===== src/rtl/pio_regs_mem_osr_if.sv =====
// pio_regs_mem_osr_if: single-cycle register bus between the system bus master and the PIO core
interface pio_regs_mem_osr_if;
    logic        sel;
    logic        RW;
    logic [11:0] addr;
    logic [31:0] wdata;
    logic [31:0] rdata;
    logic        busy;
    modport master (output sel, RW, addr, wdata, input rdata, busy);
    modport slave (input sel, RW, addr, wdata, output rdata, busy);
endinterface


===== src/rtl/pio_regs_mem_osr.sv =====
// pio_regs_mem_osr: PIO register file, instruction memory and output shift register
module pio_regs_mem_osr #(
    parameter int OSR_WIDTH  = 8,
    parameter int IMEM_DEPTH = 32,
    localparam int AW = $clog2(IMEM_DEPTH)
) (
    input  logic                 clk,
    input  logic                 reset,
    pio_regs_mem_osr_if.slave    bus,
    input  logic [AW-1:0]        pc,
    input  logic                 rd,
    output logic [15:0]          imem_rdata,
    output logic                 sm_enable,
    output logic                 sm_restart,
    output logic [15:0]          clkdiv_int,
    output logic [7:0]           clkdiv_frac,
    output logic [4:0]           wrap_top,
    output logic [4:0]           wrap_bottom,
    output logic                 out_shiftdir,
    output logic                 instr_wr,
    input  logic                 osr_shift,
    input  logic [3:0]           osr_shift_amnt,
    output logic [OSR_WIDTH-1:0] osr_data,
    output logic [OSR_WIDTH-1:0] osr_valid
);
    localparam logic [11:0] A_CTRL      = 12'h000;
    localparam logic [11:0] A_TXF0      = 12'h010;
    localparam logic [11:0] A_IMEM      = 12'h048;
    localparam logic [11:0] A_IMEM_LAST = 12'(12'h048 + 4 * (IMEM_DEPTH - 1));
    localparam logic [11:0] A_CLKDIV    = 12'h0C8;
    localparam logic [11:0] A_EXEC      = 12'h0CC;
    localparam logic [11:0] A_SHIFT     = 12'h0D0;
    localparam logic [11:0] A_ADDR      = 12'h0D4;
    localparam logic [11:0] A_INSTR     = 12'h0D8;

    logic          wr;
    logic          rd_bus;
    logic          imem_we;
    logic [AW-1:0] imem_idx;
    logic          ctrl_en;
    logic [23:0]   clkdiv;
    logic [9:0]    execctrl;
    logic [1:0]    shiftctrl;
    logic [31:0]   reg_val;
    logic [15:0]   mem [IMEM_DEPTH];

    always_comb begin
        wr       = bus.sel & bus.RW;
        rd_bus   = bus.sel & ~bus.RW;
        imem_we  = wr && bus.addr >= A_IMEM && bus.addr <= A_IMEM_LAST;
        imem_idx = AW'((bus.addr - A_IMEM) >> 2);
        instr_wr = wr && bus.addr == A_INSTR;
        bus.busy = 1'b0;
    end

    always_ff @(posedge clk or negedge reset) begin
        if (!reset) begin
            ctrl_en    <= 1'b0;
            sm_restart <= 1'b0;
            clkdiv     <= 24'h000100;
            execctrl   <= 10'h3E0;
            shiftctrl  <= 2'b11;
        end else begin
            sm_restart <= wr && bus.addr == A_CTRL && bus.wdata[4];
            if (wr && bus.addr == A_CTRL) ctrl_en <= bus.wdata[0];
            if (wr && bus.addr == A_CLKDIV) clkdiv <= bus.wdata[31:8];
            if (wr && bus.addr == A_EXEC) execctrl <= bus.wdata[16:7];
            if (wr && bus.addr == A_SHIFT) shiftctrl <= bus.wdata[19:18];
        end
    end

    // Array is deliberately not reset; a same-address fetch sees the pre-write word.
    always_ff @(posedge clk) begin
        if (imem_we) mem[imem_idx] <= bus.wdata[15:0];
    end

    always_ff @(posedge clk or negedge reset) begin
        if (!reset) imem_rdata <= '0;
        else if (rd) imem_rdata <= mem[pc];
    end

    // A TXF0 load takes priority over a shift in the same cycle; shifts of OSR_WIDTH or more empty it.
    always_ff @(posedge clk or negedge reset) begin
        if (!reset) begin
            osr_data  <= '0;
            osr_valid <= '0;
        end else if (wr && bus.addr == A_TXF0) begin
            osr_data  <= bus.wdata[OSR_WIDTH-1:0];
            osr_valid <= '1;
        end else if (osr_shift && osr_shift_amnt != 4'd0) begin
            osr_data  <= out_shiftdir ? osr_data >> osr_shift_amnt : osr_data << osr_shift_amnt;
            osr_valid <= out_shiftdir ? osr_valid >> osr_shift_amnt : osr_valid << osr_shift_amnt;
        end
    end

    always_comb begin
        reg_val = '0;
        case (bus.addr)
            A_CTRL:   reg_val = {31'b0, ctrl_en};
            A_CLKDIV: reg_val = {clkdiv, 8'b0};
            A_EXEC:   reg_val = {15'b0, execctrl, 7'b0};
            A_SHIFT:  reg_val = {12'b0, shiftctrl, 18'b0};
            A_ADDR:   reg_val = 32'(pc);
            default:  reg_val = '0;
        endcase
        bus.rdata = rd_bus ? reg_val : '0;
    end

    always_comb begin
        sm_enable    = ctrl_en;
        clkdiv_int   = clkdiv[23:8];
        clkdiv_frac  = clkdiv[7:0];
        wrap_top     = execctrl[9:5];
        wrap_bottom  = execctrl[4:0];
        out_shiftdir = shiftctrl[1];
    end
endmodule


===== src/flat_wrapper.sv =====
// flat-port wrapper written by rule: the top's interface ports become plain ports
module pio_regs_mem_osr_flat 
#(
    parameter int OSR_WIDTH  = 8,
    parameter int IMEM_DEPTH = 32,
    localparam int AW = $clog2(IMEM_DEPTH)
)
  (clk, reset, pc, rd, imem_rdata, sm_enable, sm_restart, clkdiv_int, clkdiv_frac, wrap_top, wrap_bottom, out_shiftdir, instr_wr, osr_shift, osr_shift_amnt, osr_data, osr_valid, bus_sel, bus_RW, bus_addr, bus_wdata, bus_rdata, bus_busy);
  pio_regs_mem_osr_if bus_i ();
  input  logic clk;
  input  logic reset;
  input  logic [AW-1:0] pc;
  input  logic rd;
  output logic [15:0] imem_rdata;
  output logic sm_enable;
  output logic sm_restart;
  output logic [15:0] clkdiv_int;
  output logic [7:0] clkdiv_frac;
  output logic [4:0] wrap_top;
  output logic [4:0] wrap_bottom;
  output logic out_shiftdir;
  output logic instr_wr;
  input  logic osr_shift;
  input  logic [3:0] osr_shift_amnt;
  output logic [OSR_WIDTH-1:0] osr_data;
  output logic [OSR_WIDTH-1:0] osr_valid;
  input wire logic [$bits(bus_i.sel)-1:0] bus_sel;
  input wire logic [$bits(bus_i.RW)-1:0] bus_RW;
  input wire logic [$bits(bus_i.addr)-1:0] bus_addr;
  input wire logic [$bits(bus_i.wdata)-1:0] bus_wdata;
  output wire logic [$bits(bus_i.rdata)-1:0] bus_rdata;
  output wire logic [$bits(bus_i.busy)-1:0] bus_busy;
  assign bus_i.sel = bus_sel;
  assign bus_i.RW = bus_RW;
  assign bus_i.addr = bus_addr;
  assign bus_i.wdata = bus_wdata;
  assign bus_rdata = bus_i.rdata;
  assign bus_busy = bus_i.busy;
  pio_regs_mem_osr #(.OSR_WIDTH(OSR_WIDTH), .IMEM_DEPTH(IMEM_DEPTH)) u_core (.clk(clk), .reset(reset), .bus(bus_i), .pc(pc), .rd(rd), .imem_rdata(imem_rdata), .sm_enable(sm_enable), .sm_restart(sm_restart), .clkdiv_int(clkdiv_int), .clkdiv_frac(clkdiv_frac), .wrap_top(wrap_top), .wrap_bottom(wrap_bottom), .out_shiftdir(out_shiftdir), .instr_wr(instr_wr), .osr_shift(osr_shift), .osr_shift_amnt(osr_shift_amnt), .osr_data(osr_data), .osr_valid(osr_valid));
endmodule

===== config.mk =====
export PLATFORM = sky130hd
export DESIGN_NAME = pio_regs_mem_osr_flat
export DESIGN_NICKNAME = d
export VERILOG_FILES = /design/src/rtl/pio_regs_mem_osr_if.sv /design/src/rtl/pio_regs_mem_osr.sv /design/src/flat_wrapper.sv
export SDC_FILE = /design/constraint.sdc
export NUM_CORES = 1
export LEC_CHECK = 0
export CORE_MARGIN = 10
export CORE_UTILIZATION = 40
export CTS_BUF_LIST = sky130_fd_sc_hd__clkbuf_16
export DETAILED_ROUTE_END_ITERATION = 6
export HOLD_SLACK_MARGIN = 0.06
export PLACE_DENSITY = 0.61
export SLEW_MARGIN = 0
export SYNTH_ARGS = -nofsm -noshare
export SYNTH_HDL_FRONTEND = slang
export SYNTH_SLANG_ARGS = --single-unit

===== constraint.sdc =====
create_clock -name clk -period 4.3 [get_ports clk]
set_input_delay 1.29 -clock clk [delete_from_list [all_inputs] [get_ports clk]]
set_output_delay 1.29 -clock clk [all_outputs]
set_load 0.005 [all_outputs]

==> results of run 1 <==
per-layer routing:
metal	routed length [microns]	vias to the layer above	track usage, %
li1	-	6495	-
met1	28700	7326	24.9
met2	30500	511	29.3
met3	5130	61	3.50
met4	940	0	4.10
met5	0	-	0
registers in the layout, summed over array words and instances (netlist names):
register and flops:
u_core.shiftctrl 2, u_core.execctrl 10, u_core.mem 512, u_core.sm_restart 1, u_core.osr_data 8, u_core.imem_rdata 16, u_core.osr_valid 8, u_core.sm_enable 1
u_core.clkdiv 24
layout by cell type, fill, tap and decap left out, types with 4 or more instances in the layout:
master,n
sky130_fd_sc_hd__mux4_2,5
sky130_fd_sc_hd__nor2b_1,4
sky130_fd_sc_hd__buf_6,6
sky130_fd_sc_hd__mux2_4,20
sky130_fd_sc_hd__edfxtp_1,512
sky130_fd_sc_hd__o21ai_0,16
sky130_fd_sc_hd__a22oi_1,137
sky130_fd_sc_hd__buf_4,126
sky130_fd_sc_hd__nor3_1,8
sky130_fd_sc_hd__a21oi_1,80
sky130_fd_sc_hd__a211oi_1,5
sky130_fd_sc_hd__mux2i_1,276
sky130_fd_sc_hd__o31ai_1,4
sky130_fd_sc_hd__buf_2,9
sky130_fd_sc_hd__o22ai_1,5
sky130_fd_sc_hd__clkdlybuf4s15_1,4
sky130_fd_sc_hd__clkbuf_16,62
sky130_fd_sc_hd__dlygate4sd2_1,14
sky130_fd_sc_hd__clkinv_1,22
sky130_fd_sc_hd__nand2b_1,4
sky130_fd_sc_hd__dfstp_2,8
sky130_fd_sc_hd__clkbuf_2,12
sky130_fd_sc_hd__nor4_4,4
sky130_fd_sc_hd__inv_6,4
sky130_fd_sc_hd__buf_12,38
sky130_fd_sc_hd__o21ai_1,4
sky130_fd_sc_hd__nand3_1,6
sky130_fd_sc_hd__inv_1,9
sky130_fd_sc_hd__bufinv_16,7
sky130_fd_sc_hd__clkinv_2,6
sky130_fd_sc_hd__nor4_1,17
sky130_fd_sc_hd__clkinvlp_4,6
sky130_fd_sc_hd__clkdlybuf4s50_1,113
sky130_fd_sc_hd__and2_1,18
sky130_fd_sc_hd__nor2_1,68
sky130_fd_sc_hd__dfrtp_1,62
sky130_fd_sc_hd__nand2_1,26
sky130_fd_sc_hd__mux2_2,38
path summary, 6_finish.rpt:
kind,end,slack (ps),depth (start not counted)
setup / recovery,bus_rdata[1],90,11
hold / removal,u_core.imem_rdata[12]$_DFFE_PN0P_,510,1
setup reg to reg,u_core.imem_rdata[13]$_DFFE_PN0P_,2380,6
hold reg to reg,u_core.imem_rdata[12]$_DFFE_PN0P_,510,1
max in group asynchronous,u_core.clkdiv[13]$_DFFE_PN0P_,2770,1
min in group asynchronous,u_core.osr_valid[6]$_DFFE_PN0P_,860,1
report_power, final:
group / internal, uW / switching, uW / total [uW] / leakage (uW)
Combinational: 391 / 502 / 893 / 0.00451
Clock: 2990 / 2150 / 5140 / 0.000969
Sequential: 6190 / 49.2 / 6240 / 0.00547
Total: 9570 / 2700 / 12300 / 0.0110
critical path: cells and delay by family:
family,cells,cell delay [ps]
buffers and inverters,6,730
AND/OR/NAND/NOR,5,890
final cells by class:
| class | instances | area [sq um] |
|---|---|---|
| clock buffer | 61 | 1530 |
| tap | 782 | 978 |
| inverter | 3 | 11.3 |
| sequential | 582 | 17100 |
| clock inverter | 53 | 438 |
| fill | 4998 | 30200 |
| multi-input combinational | 814 | 6680 |
| timing repair buffer | 327 | 3250 |
cell usage after synthesis (all sizes together) (2+ instances only):
cell | instances | area (sq um)
nor3b | 4 | 30.0
a221o | 3 | 30.0
and3 | 2 | 12.5
nand3 | 9 | 75.1
and4 | 2 | 20.0
nand4 | 3 | 33.8
nor2b | 7 | 43.8
mux2i | 276 | 2760
o21a | 2 | 15.0
xnor2 | 3 | 26.3
inv | 3 | 11.3
mux2 | 58 | 728
o221ai | 2 | 17.5
a2111oi | 3 | 26.3
nor3 | 11 | 77.6
o22ai | 5 | 31.3
nand2b | 6 | 37.5
a32oi | 3 | 26.3
nand3b | 2 | 15.0
a22oi | 139 | 1040
buf | 75 | 499
nor4 | 21 | 183
o21ai | 20 | 100
nand2 | 29 | 116
clkbuf | 19 | 73.8
a21oi | 80 | 400
mux4 | 5 | 113
o31ai | 4 | 30.0
dfrtp | 62 | 1550
a211oi | 5 | 37.5
or3 | 2 | 12.5
edfxtp | 512 | 15400
dfstp | 8 | 210
nor2 | 69 | 259
and2 | 20 | 125
kinds of logic after synthesis:
group / synth area share [%]
buffers and inverters: 2.40
other: 0.0154
muxes: 14.8
and+or+nand+nor: 4.47
xor gates and xnor gates: 0.144
AOI/OAI and AO/OA: 7.60
adders and majority gates: 0.0515
DFF: 70.5
per-stage QoR:
step,power [uW],TNS (ps),util [%],worst slack (ps)
final,12300,0,49.8,92.8
after global routing,12700,-46.2,49.8,-21.4
after CTS,12400,-59.4,49.9,-24.7
after detailed placement,7250,-15170,46.3,-615
after global placement,7230,-14640,46.3,-580
after floorplan,6770,0,-,515
repair_timing:
item	4_1_cts	5_1_grt
buffers inserted	19	2
gates resized for setup	95	31
pin swaps	12	11
gates cloned	2	0
setup endpoints to repair	31	28
==> impl_results.rst, run 1 <==
.. list-table::
   :header-rows: 1

   * - Metric
     - Value
   * - Post-CTS Hold Buffers
     - 0
   * - Max stage delay cell, worst path
     - sky130_fd_sc_hd__nor4_4
   * - Global placer's final weighted congestion
     - a little over 0.8
   * - Wire length of the first global-routing pass
     - a little under 100000 microns
   * - Outcome
     - finished, final reports clean
   * - Finished Layout Cells
     - ~2600
   * - Count of endpoints failing setup in the final report
     - 0
   * - Post-synthesis cell type count
     - between 60 and 70
   * - Number of placed instances, taps included
     - roughly 2500
   * - Worst Path Class, Setup
     - in2out
   * - Tmin final
     - between 4000 and 5000 ps
   * - Antenna diode instance count
     - 0
   * - Worst max-slew margin expressed relative to the limit
     - around 18%
   * - Num Clock Sinks
     - ~580
   * - Min-delay worst type
     - reg2reg
   * - Full die area
     - ~71000 sq um
   * - Total non-filler cell area in the finished layout
     - about 30000 sq um
   * - Post-detailed-route wirelength per cell
     - ~25 microns
   * - Cell repeated most along the worst path
     - sky130_fd_sc_hd__buf_4
   * - Skew-Pair Late Insertion Delay
     - ~620 ps
   * - Worst-Margin Slew
     - around 1200 ps
   * - Pwr per Cell Area
     - around 400 nW/um^2
   * - Level count of the clock H-tree
     - 2
   * - Setup skew after layout
     - between 15 and 20 ps
   * - Crit path DAT
     - about 2900 ps
   * - Worst-case vdd ir drop
     - 0.339 mV
   * - Setup repair after global routing missed its margin
     - true
   * - Tot GR Track Use
     - 18.1%
   * - Delay of the slowest cell on the worst path
     - between 200 and 300 ps
   * - Fmax
     - 0.238 GHz
   * - Warnings, synthesis
     - 0
   * - RR Startpoint
     - u_core.mem[0][13]$_DFFE_PP_
   * - Area grow syn2layout
     - 23.5%
   * - Critical Path Source
     - bus_addr[8]
   * - Count of pins over their slew limit
     - 0
   * - Netlist area before placement
     - approximately 24000 sq um
   * - Initial antenna violation count
     - 1
   * - Post-detailed-placement half-perimeter wirelength
     - 40900 microns
   * - Hold Vio Cnt, Final
     - 0
   * - Number of flip-flops and latches in the synthesized netlist
     - just under 600
   * - Area of the placeable core
     - between 60000 and 70000 sq um
   * - Number of detailed-route iterations in the first pass
     - 5
   * - Total number of placement rows
     - 90
   * - Nature of the critical path endpoint
     - output port
   * - Clk pin slew, worst setup/hold paths
     - ~60 ps
   * - Leakage power of the design
     - approximately 0.011 uW
   * - Clock buffers created by TritonCTS
     - 60
   * - Iteration-0 DRC Markers
     - 1162
   * - TritonCTS clock tree
     - done
   * - Post-synthesis average cell area
     - around 16 sq um
   * - Number of maximum-capacitance constraint violations
     - 0
   * - Clock Tree Buf Depth
     - 3
   * - Total number of nets in the final design
     - about 1800
   * - Maximum fanout encountered on the critical timing path
     - 4
   * - Sequential area share after synthesis
     - a little over two thirds
   * - Aggregate global routing overflow
     - 0
   * - Height of the die
     - between 200 and 300 microns
   * - Leading register cell type out of synthesis
     - sky130_fd_sc_hd__edfxtp_1
   * - Worst hold path startpoint
     - u_core.imem_rdata[12]$_DFFE_PN0P_
   * - Number of nets with antenna violations after detailed routing
     - 0
   * - Cells along the critical path
     - buf_6, nor4_4, buf_4, nand3_4, nor3b_4, nor2b_4, buf_6, buf_4, buf_4, and2_1, clkbuf_2
   * - Maximum number of pins on one net before global-route repair
     - 71
   * - Final period util
     - between 90% and 100%
   * - Worst hold slack
     - 506 ps
   * - Ratio of cells with drive above 1 in the final layout
     - around 21%
   * - Standard cell area after detailed placement
     - roughly 28000 sq um
   * - Kind of start point of the critical path
     - input pin
   * - Overall routed net length
     - 65300 microns
   * - Gate count of the mapped netlist
     - approximately 1500
   * - Vias in the first global route
     - 14800
   * - Via total after detailed routing
     - about 14000
   * - Detailed-route DRC error count
     - 0
   * - Data required time at the worst endpoint
     - between 3000 and 4000 ps
   * - Number of ports placed on the die boundary
     - between 150 and 200
   * - Vias per Instance
     - approximately 5.5
   * - Buffers added on ports
     - 158
   * - Number of flops mapped to enable cells by yosys
     - between 500 and 600
   * - Root Driver
     - sky130_fd_sc_hd__clkbuf_16
   * - Die Wd
     - ~270 microns
   * - Proportion of synthesized flip-flops having asynchronous set or reset
     - approximately an eighth
   * - Effective utilization at floorplan
     - between 40% and 50%
(Power assumes the default switching activity.)
==> run 2: changes to the inputs <==
==> constraint.sdc (replaced) <==
create_clock -name clk -period 4.15 [get_ports clk]
set_input_delay 1.245 -clock clk [delete_from_list [all_inputs] [get_ports clk]]
set_output_delay 1.245 -clock clk [all_outputs]
set_load 0.005 [all_outputs]
==> impl_results.rst, run 2 (synthesized netlist as in run 1, its figures left out) <==
.. list-table::
   :header-rows: 1

   * - Metric
     - Value
   * - Total number of placement rows
     - 90 (unchanged)
   * - Top flop regs
     - u_core.mem (512), u_core.clkdiv (24), u_core.imem_rdata (16)
   * - Worst slack at placement
     - -723 ps (-108 ps)
   * - Pwr per Cell Area
     - 412 nW/um^2 (+0.75%)
   * - Detailed-route DRC error count
     - 0 (unchanged)
   * - Cells along the critical path
     - buf_6, nor4_4, buf_4, nand4_1, buf_4, nor4_4, buf_4, buf_6, buf_6, and2_4, buf_6
   * - Crit path DAT
     - 2890 ps (-30 ps)
   * - Num Clock Sinks
     - 582 (unchanged)
   * - Min-Delay Endpoint
     - u_core.imem_rdata[8]$_DFFE_PN0P_
   * - Full die area
     - 71000 sq um (unchanged)
   * - Initial antenna violation count
     - 1 (unchanged)
   * - Buffers added on ports
     - 158 (unchanged)
   * - Max stage delay cell, worst path
     - sky130_fd_sc_hd__nor4_4
   * - Number of detailed-route iterations in the first pass
     - 5 (unchanged)
   * - Effective utilization at floorplan
     - 40.4% (unchanged)
   * - Post-Route Setup TNS
     - 0 ps (unchanged)
   * - Level count of the clock H-tree
     - 2 (unchanged)
   * - Post-detailed-placement half-perimeter wirelength
     - 41700 microns (+2.0%)
   * - Worst-case vdd ir drop
     - 0.326 mV (-3.9%)
   * - Total power draw
     - 12400 uW (+0.84%)
   * - Data required time at the worst endpoint
     - 2900 ps (-110 ps)
   * - Worst max-slew margin expressed relative to the limit
     - 17.1% (-0.80 points)
   * - CP top delay family
     - buffers and inverters
   * - Number of maximum-capacitance constraint violations
     - 0 (unchanged)
   * - Cell repeated most along the worst path
     - sky130_fd_sc_hd__buf_6
   * - Worst hold path startpoint
     - u_core.imem_rdata[8]$_DFFE_PN0P_
   * - Filler Cells Inserted
     - 4993 (-0.10%)
   * - Area grow syn2layout
     - 23.6% (about the same)
   * - Clock Tree Buf Depth
     - 3 (unchanged)
   * - Delay of the slowest cell on the worst path
     - 280 ps (about the same)
   * - Part of the power in the clock network
     - 40.2% (-1.7 points)
   * - Net Sw Frac
     - 22.1% (+0.096 points)
   * - Clk pin slew, worst setup/hold paths
     - 60 ps (about the same)
   * - Aggregate global routing overflow
     - 0 (unchanged)
   * - Number of ports placed on the die boundary
     - 162 (unchanged)
   * - Count of endpoints failing setup in the final report
     - 0 (unchanged)
   * - CP Buf/Inv Count
     - 7 (+1)
   * - Vias per Instance
     - 5.53 (+0.73%)
   * - Clock buffers created by TritonCTS
     - 58 (-3.3%)
   * - Hold Vio Cnt, Final
     - 0 (unchanged)
   * - Area of the placeable core
     - 60200 sq um (unchanged)
   * - Setup skew after layout
     - 21.1 ps (+5.22 ps)
   * - Most flops, register
     - u_core.mem
   * - Worst Path Class, Setup
     - in2out
   * - Worst hold slack
     - 510 ps (+4.02 ps)
   * - Worst-Margin Slew
     - 1240 ps (+11.9 ps)
   * - Fmax
     - between 0.2 and 0.25 GHz
   * - Height of the die
     - 267 microns (unchanged)
   * - Instance count along the most critical hold path
     - 1 (unchanged)
   * - Total number of nets in the final design
     - 1866 (+0.97%)
   * - Maximum number of pins on one net before global-route repair
     - 71 (unchanged)
   * - Post-route core utilization
     - 49.9% (about the same)
   * - Internal Pwr Total
     - 9640 uW (+0.72%)
   * - Tot GR Track Use
     - 18.1% (-0.027 points)
   * - Kind of start point of the critical path
     - input pin
   * - Share of total power in sequential cells
     - 52.2% (+1.4 points)
   * - Count of pins over their slew limit
     - 0 (unchanged)
   * - Worst R2R Setup Slack
     - 2180 ps (-200 ps)
   * - TritonCTS clock tree
     - done
   * - Antenna diode instance count
     - 0 (unchanged)
   * - Skew-Pair Late Insertion Delay
     - 610 ps (about the same)
   * - Setup repair after global routing missed its margin
     - true
   * - Tmin final
     - 4140 ps
   * - Leading cell types in the layout, fill and taps excluded
     - sky130_fd_sc_hd__edfxtp_1 (512), sky130_fd_sc_hd__mux2i_1 (276), sky130_fd_sc_hd__a22oi_1 (139), sky130_fd_sc_hd__buf_4 (139), sky130_fd_sc_hd__clkdlybuf4s50_1 (114)
   * - Max reg flops
     - 512 (unchanged)
   * - Reg2reg end
     - u_core.osr_valid[6]$_DFFE_PN0P_
   * - Commonest non-fill, non-tap cell in the layout
     - sky130_fd_sc_hd__edfxtp_1
   * - Vias in the first global route
     - 14800 (-0.32%)
   * - Root Driver
     - sky130_fd_sc_hd__clkbuf_16
   * - Final setup margin
     - 14.9 ps (-77.9 ps)
   * - Wire length of the first global-routing pass
     - 96800 microns (+0.22%)
   * - Number of nets with antenna violations after detailed routing
     - 0 (unchanged)
   * - Maximum fanout encountered on the critical timing path
     - 5 (+1)
   * - Global placer's final weighted congestion
     - 0.828 (+0.38%)
   * - Cell count of the worst reg-to-reg path
     - 4 (-2)
   * - Iteration-0 DRC Markers
     - 1390 (+20%)
   * - Leakage power of the design
     - 0.0110 uW (+0.62%)
   * - Min-delay worst type
     - reg2reg
   * - RR Startpoint
     - u_core.shiftctrl[1]$_DFFE_PN1P_
   * - Post-detailed-route wirelength per cell
     - 24.8 microns (-0.35%)
   * - Outcome
     - finished, final reports clean
   * - Final period util
     - 99.6%
   * - Via total after detailed routing
     - 14600 (+1.3%)
   * - Die Wd
     - 267 microns (unchanged)
   * - Nature of the critical path endpoint
     - output port
   * - Combinational share of power
     - 7.6% (+0.3 points)
   * - Sw power
     - 2740 uW (+1.3%)
   * - Ratio of cells with drive above 1 in the final layout
     - 22.1% (+1.3 points)
   * - Overall routed net length
     - 65500 microns (+0.22%)
==> run 2: how the worst max path moves through the flow <==
stage	slack [ps]	start	endpoint	depth (start not counted)
after global routing	-100	bus_addr[8]	bus_rdata[21]	11
final	10	bus_addr[8]	bus_rdata[21]	11
after CTS	0.6	bus_addr[11]	bus_rdata[1]	10
after floorplan	460	bus_addr[2]	bus_rdata[10]	7
after global placement	-650	bus_addr[9]	bus_rdata[1]	8
after detailed placement	-720	bus_addr[9]	bus_rdata[1]	8
==> run 2: per-stage QoR <==
step / std cells / cell area [sq um]
after floorplan: 1493 / 24300
after global placement: 2506 / 28100
after global routing: 2637 / 30000
after detailed placement: 2506 / 28100
after CTS: 2633 / 30000
final: 2637 / 30000
==> run 2: repair_timing <==
item	CTS	global route
resized for setup	102	62
endpoints found under the setup margin	31	24
pin swaps	14	9
setup buffers	18	4
endpoints found under the hold margin	0	0
hold buffers	0	0
cloned	1	1
==> run 2: metal layers <==
layer / wire length (microns) / GRT usage, % / up-vias
li1: - / - / 6528
met1: 28500 / 24.4 / 7454
met2: 31100 / 29.5 / 524
met3: 4620 / 3.87 / 73
met4: 1270 / 4.22 / 2
met5: 8 / 0 / -
==> run 2: power groups by stage <==
stage | Sequential [uW] | Combinational [uW] | Clock, uW
2_1_floorplan | 6580 | 440 | 0
3_3_place_gp | 6590 | 919 | 0
3_5_place_dp | 6590 | 934 | 0
4_1_cts | 6470 | 941 | 5080
5_1_grt | 6470 | 1000 | 5320
6_report | 6470 | 937 | 4980
==> run 2: layout make-up <==
type	instances	area (sq um)	share of cell area (%)
clock inverter	50	333	1.11
multi-input combinational	814	6680	22.2
timing repair buffer	347	3430	11.4
sequential	582	17100	57.0
clock buffer	59	1480	4.91
tap	782	978	3.26
inverter	3	11.3	0.0375
==> run 3: changes to the inputs <==
==> constraint.sdc (replaced) <==
create_clock -name clk -period 4.8 [get_ports clk]
set_input_delay 1.44 -clock clk [delete_from_list [all_inputs] [get_ports clk]]
set_output_delay 1.44 -clock clk [all_outputs]
set_load 0.005 [all_outputs]
==> impl_results.rst, run 3 (synthesized netlist as in run 1, its figures left out) <==
.. list-table::
   :header-rows: 1

   * - Metric
     - Value
   * - Total power draw
     - 10600 uW (-15%)
   * - Commonest non-fill, non-tap cell in the layout
     - sky130_fd_sc_hd__edfxtp_1
   * - Outcome
     - finished, final reports clean
   * - Die Wd
     - 267 microns (unchanged)
   * - Num Clock Sinks
     - 582 (unchanged)
   * - Delay of the slowest cell on the worst path
     - 300 ps (+20 ps)
   * - Sw power
     - 2370 uW (-13%)
   * - Maximum number of pins on one net before global-route repair
     - 71 (unchanged)
   * - Tmin final
     - about 4700 ps
   * - Overall routed net length
     - 63600 microns (-2.9%)
   * - Final setup margin
     - 51.4 ps (+36.4 ps)
   * - Sequential cell area
     - 17100 sq um (unchanged)
   * - Height of the die
     - 267 microns (unchanged)
   * - Iteration-0 DRC Markers
     - 1315 (-5.4%)
   * - Part of the power in the clock network
     - 39.8% (-0.4 points)
   * - Cells along the critical path
     - dlygate4sd2_1, nor4_4, buf_4, nand3_4, nor3b_2, nor2b_4, buf_6, buf_4, and2_1, dlygate4sd2_1
   * - Maximum fanout encountered on the critical timing path
     - 4 (-1)
   * - Number of nets with antenna violations after detailed routing
     - 0 (unchanged)
   * - Leakage power of the design
     - 0.0106 uW (-3.9%)
   * - Clock Tree Buf Depth
     - 3 (unchanged)
   * - Cell count of the worst reg-to-reg path
     - 5 (+1)
   * - Level count of the clock H-tree
     - 2 (unchanged)
   * - Vias in the first global route
     - 14300 (-3.6%)
   * - CP top delay family
     - simple AND/OR/NAND/NOR gates
   * - Kind of start point of the critical path
     - input pin
   * - Worst-case vdd ir drop
     - 0.268 mV (-18%)
   * - Count of endpoints failing setup in the final report
     - 0 (unchanged)
   * - Pwr per Cell Area
     - 363 nW/um^2 (-12%)
   * - TritonCTS clock tree
     - done
   * - Worst hold path startpoint
     - u_core.imem_rdata[1]$_DFFE_PN0P_
   * - Clk pin slew, worst setup/hold paths
     - 60 ps (about the same)
   * - RR Startpoint
     - u_core.mem[1][13]$_DFFE_PP_
   * - Worst-Margin Slew
     - 1190 ps (-48.8 ps)
   * - Wire length of the first global-routing pass
     - 93200 microns (-3.7%)
   * - Number of maximum-capacitance constraint violations
     - 0 (unchanged)
   * - Post-Route Setup TNS
     - 0 ps (unchanged)
   * - Post-detailed-route wirelength per cell
     - 24.7 microns (-0.36%)
   * - Worst R2R Setup Slack
     - 2880 ps (+700 ps)
   * - Nature of the critical path endpoint
     - output port
   * - Post-CTS Hold Buffers
     - 0 (unchanged)
   * - Skew-Pair Late Insertion Delay
     - 620 ps (about the same)
   * - Worst Path Class, Setup
     - in2out
   * - Post-detailed-placement half-perimeter wirelength
     - 39200 microns (-5.9%)
   * - Share of total power in sequential cells
     - 53.0% (+0.8 points)
   * - Setup skew after layout
     - 18.9 ps (-2.22 ps)
   * - Total number of nets in the final design
     - 1799 (-3.6%)
   * - Worst max-slew margin expressed relative to the limit
     - 20.3% (+3.3 points)
   * - Leading cell types in the layout, fill and taps excluded
     - sky130_fd_sc_hd__edfxtp_1 (512), sky130_fd_sc_hd__mux2i_1 (276), sky130_fd_sc_hd__a22oi_1 (139), sky130_fd_sc_hd__clkdlybuf4s50_1 (121), sky130_fd_sc_hd__buf_4 (112)
   * - Antenna diode instance count
     - 0 (unchanged)
   * - Top flop regs
     - u_core.mem (512), u_core.clkdiv (24), u_core.imem_rdata (16)
   * - Global placer's final weighted congestion
     - 0.799 (-3.5%)
   * - Count of pins over their slew limit
     - 0 (unchanged)
   * - Data required time at the worst endpoint
     - 3360 ps (+460 ps)
   * - Net Sw Frac
     - 22.5% (+0.34 points)
   * - Max stage delay cell, worst path
     - sky130_fd_sc_hd__nor4_4
   * - Finished Layout Cells
     - 2571 (-2.5%)
   * - Number of detailed-route iterations in the first pass
     - 6 (+1)
   * - Most flops, register
     - u_core.mem
   * - Vias per Instance
     - 5.50 (-0.57%)
   * - Capture point of the worst path
     - bus_rdata[2]
   * - Fmax
     - 0.211 GHz
   * - Aggregate global routing overflow
     - 0 (unchanged)
   * - Area grow syn2layout
     - 19.6%
   * - Final period util
     - 98.9%
   * - Buffers added on ports
     - 158 (unchanged)
   * - Tot GR Track Use
     - 17.6% (-0.51 points)
   * - Effective utilization at floorplan
     - 40.4% (unchanged)
   * - Total number of placement rows
     - 90 (unchanged)
   * - Stages on the worst setup path
     - 10 (-1)
   * - Clock buffers created by TritonCTS
     - 59 (+1.7%)
   * - Area of the placeable core
     - 60200 sq um (unchanged)
   * - Full die area
     - 71000 sq um (unchanged)
   * - Combinational share of power
     - 7.2% (-0.4 points)
   * - Reg2reg end
     - u_core.imem_rdata[13]$_DFFE_PN0P_
   * - Detailed-route DRC error count
     - 0 (unchanged)
   * - Via total after detailed routing
     - 14100 (-3.1%)
   * - Number of placed instances, taps included
     - 2446 (-2.4%)
   * - Filler Cells Inserted
     - 5094 (+2.0%)
   * - Internal Pwr Total
     - 8180 uW (-15%)
   * - CP Buf/Inv Count
     - 5 (-2)
   * - Min-delay worst type
     - reg2reg
   * - Number of ports placed on the die boundary
     - 162 (unchanged)
   * - Hold Vio Cnt, Final
     - 0 (unchanged)
   * - Initial antenna violation count
     - 3 (+2)
   * - Area taken by multi-input logic gates
     - 6660 sq um (-0.36%)
   * - Post-route core utilization
     - 48.2% (-1.6 points)
   * - Max reg flops
     - 512 (unchanged)
   * - Worst slack at placement
     - -428 ps (+295 ps)
   * - Ratio of cells with drive above 1 in the final layout
     - 17.5% (-4.6 points)
   * - Crit path DAT
     - 3310 ps (+420 ps)
   * - Critical Path Source
     - bus_addr[11]
   * - Root Driver
     - sky130_fd_sc_hd__clkbuf_16
run 3: cell types whose count changed in the layout (fill, tap and decap cells not counted), moves of 8 or more:
| cell | before | now |
|---|---|---|
| sky130_fd_sc_hd__dlygate4sd2_1 | 6 | 16 |
| sky130_fd_sc_hd__buf_12 | 40 | 8 |
| sky130_fd_sc_hd__buf_6 | 18 | 2 |
| sky130_fd_sc_hd__and2_4 | 8 | 0 |
| sky130_fd_sc_hd__inv_1 | 15 | 24 |
| sky130_fd_sc_hd__buf_4 | 139 | 112 |
run 3: layout make-up:
cell class	instances	share of cell area (%)
inverters	3	0.0387
repair buffers	279	8.65
multi-input cells	814	22.9
flip-flops and latches	582	59.0
well taps	782	3.37
clock buffers	60	5.17
clock inverters	51	0.930
run 3: worst register-to-register path, delay by kind of cell, from the launching register on:
kind / cells / cell delay [ps]
and+or+nand+nor: 1 / 710
DFF: 1 / 330
muxes: 2 / 360
AOI/OAI and AO/OA: 2 / 480
run 3: what timing repair did:
item | CTS | global route
hold endpoints to repair | 0 | 0
setup buffers | 10 | 3
setup endpoints to repair | 31 | 19
pin swaps | 4 | 4
resized for setup | 38 | 37
cloned | 1 | 0
run 3: stage by stage:
| stage | hold slack (ps) | cell area [sq um] |
|---|---|---|
| floorplan | 505 | 24300 |
| global placement | 490 | 27200 |
| detailed placement | 499 | 27200 |
| CTS | 512 | 29100 |
| global route | 527 | 29100 |
| finish | 508 | 29100 |
run 3: power by group through the flow:
stage / logic (uW) / clock network, uW / registers [uW]
finish: 757 / 4200 / 5590
global route: 813 / 4510 / 5590
CTS: 761 / 4290 / 5590
detailed placement: 759 / 0 / 5690
global placement: 747 / 0 / 5690
floorplan: 380 / 0 / 5690
run 3: how the worst min path moves through the flow:
stage	cells past startpoint	to
after floorplan	1	u_core.imem_rdata[0]$_DFFE_PN0P_
after global placement	1	u_core.imem_rdata[13]$_DFFE_PN0P_
after detailed placement	1	u_core.imem_rdata[1]$_DFFE_PN0P_
after CTS	1	u_core.imem_rdata[1]$_DFFE_PN0P_
after global routing	1	u_core.imem_rdata[1]$_DFFE_PN0P_
final	1	u_core.imem_rdata[1]$_DFFE_PN0P_
run 3: per-layer routing:
layer	GRT usage [%]	wire length [microns]	share of wire (%)	up-vias
met5	0	45	0.071	-
met4	4.22	1310	2.1	6
met3	5.50	5690	9.0	92
met2	27.4	29100	46	508
met1	23.6	27400	43	7139
li1	-	-	-	6390
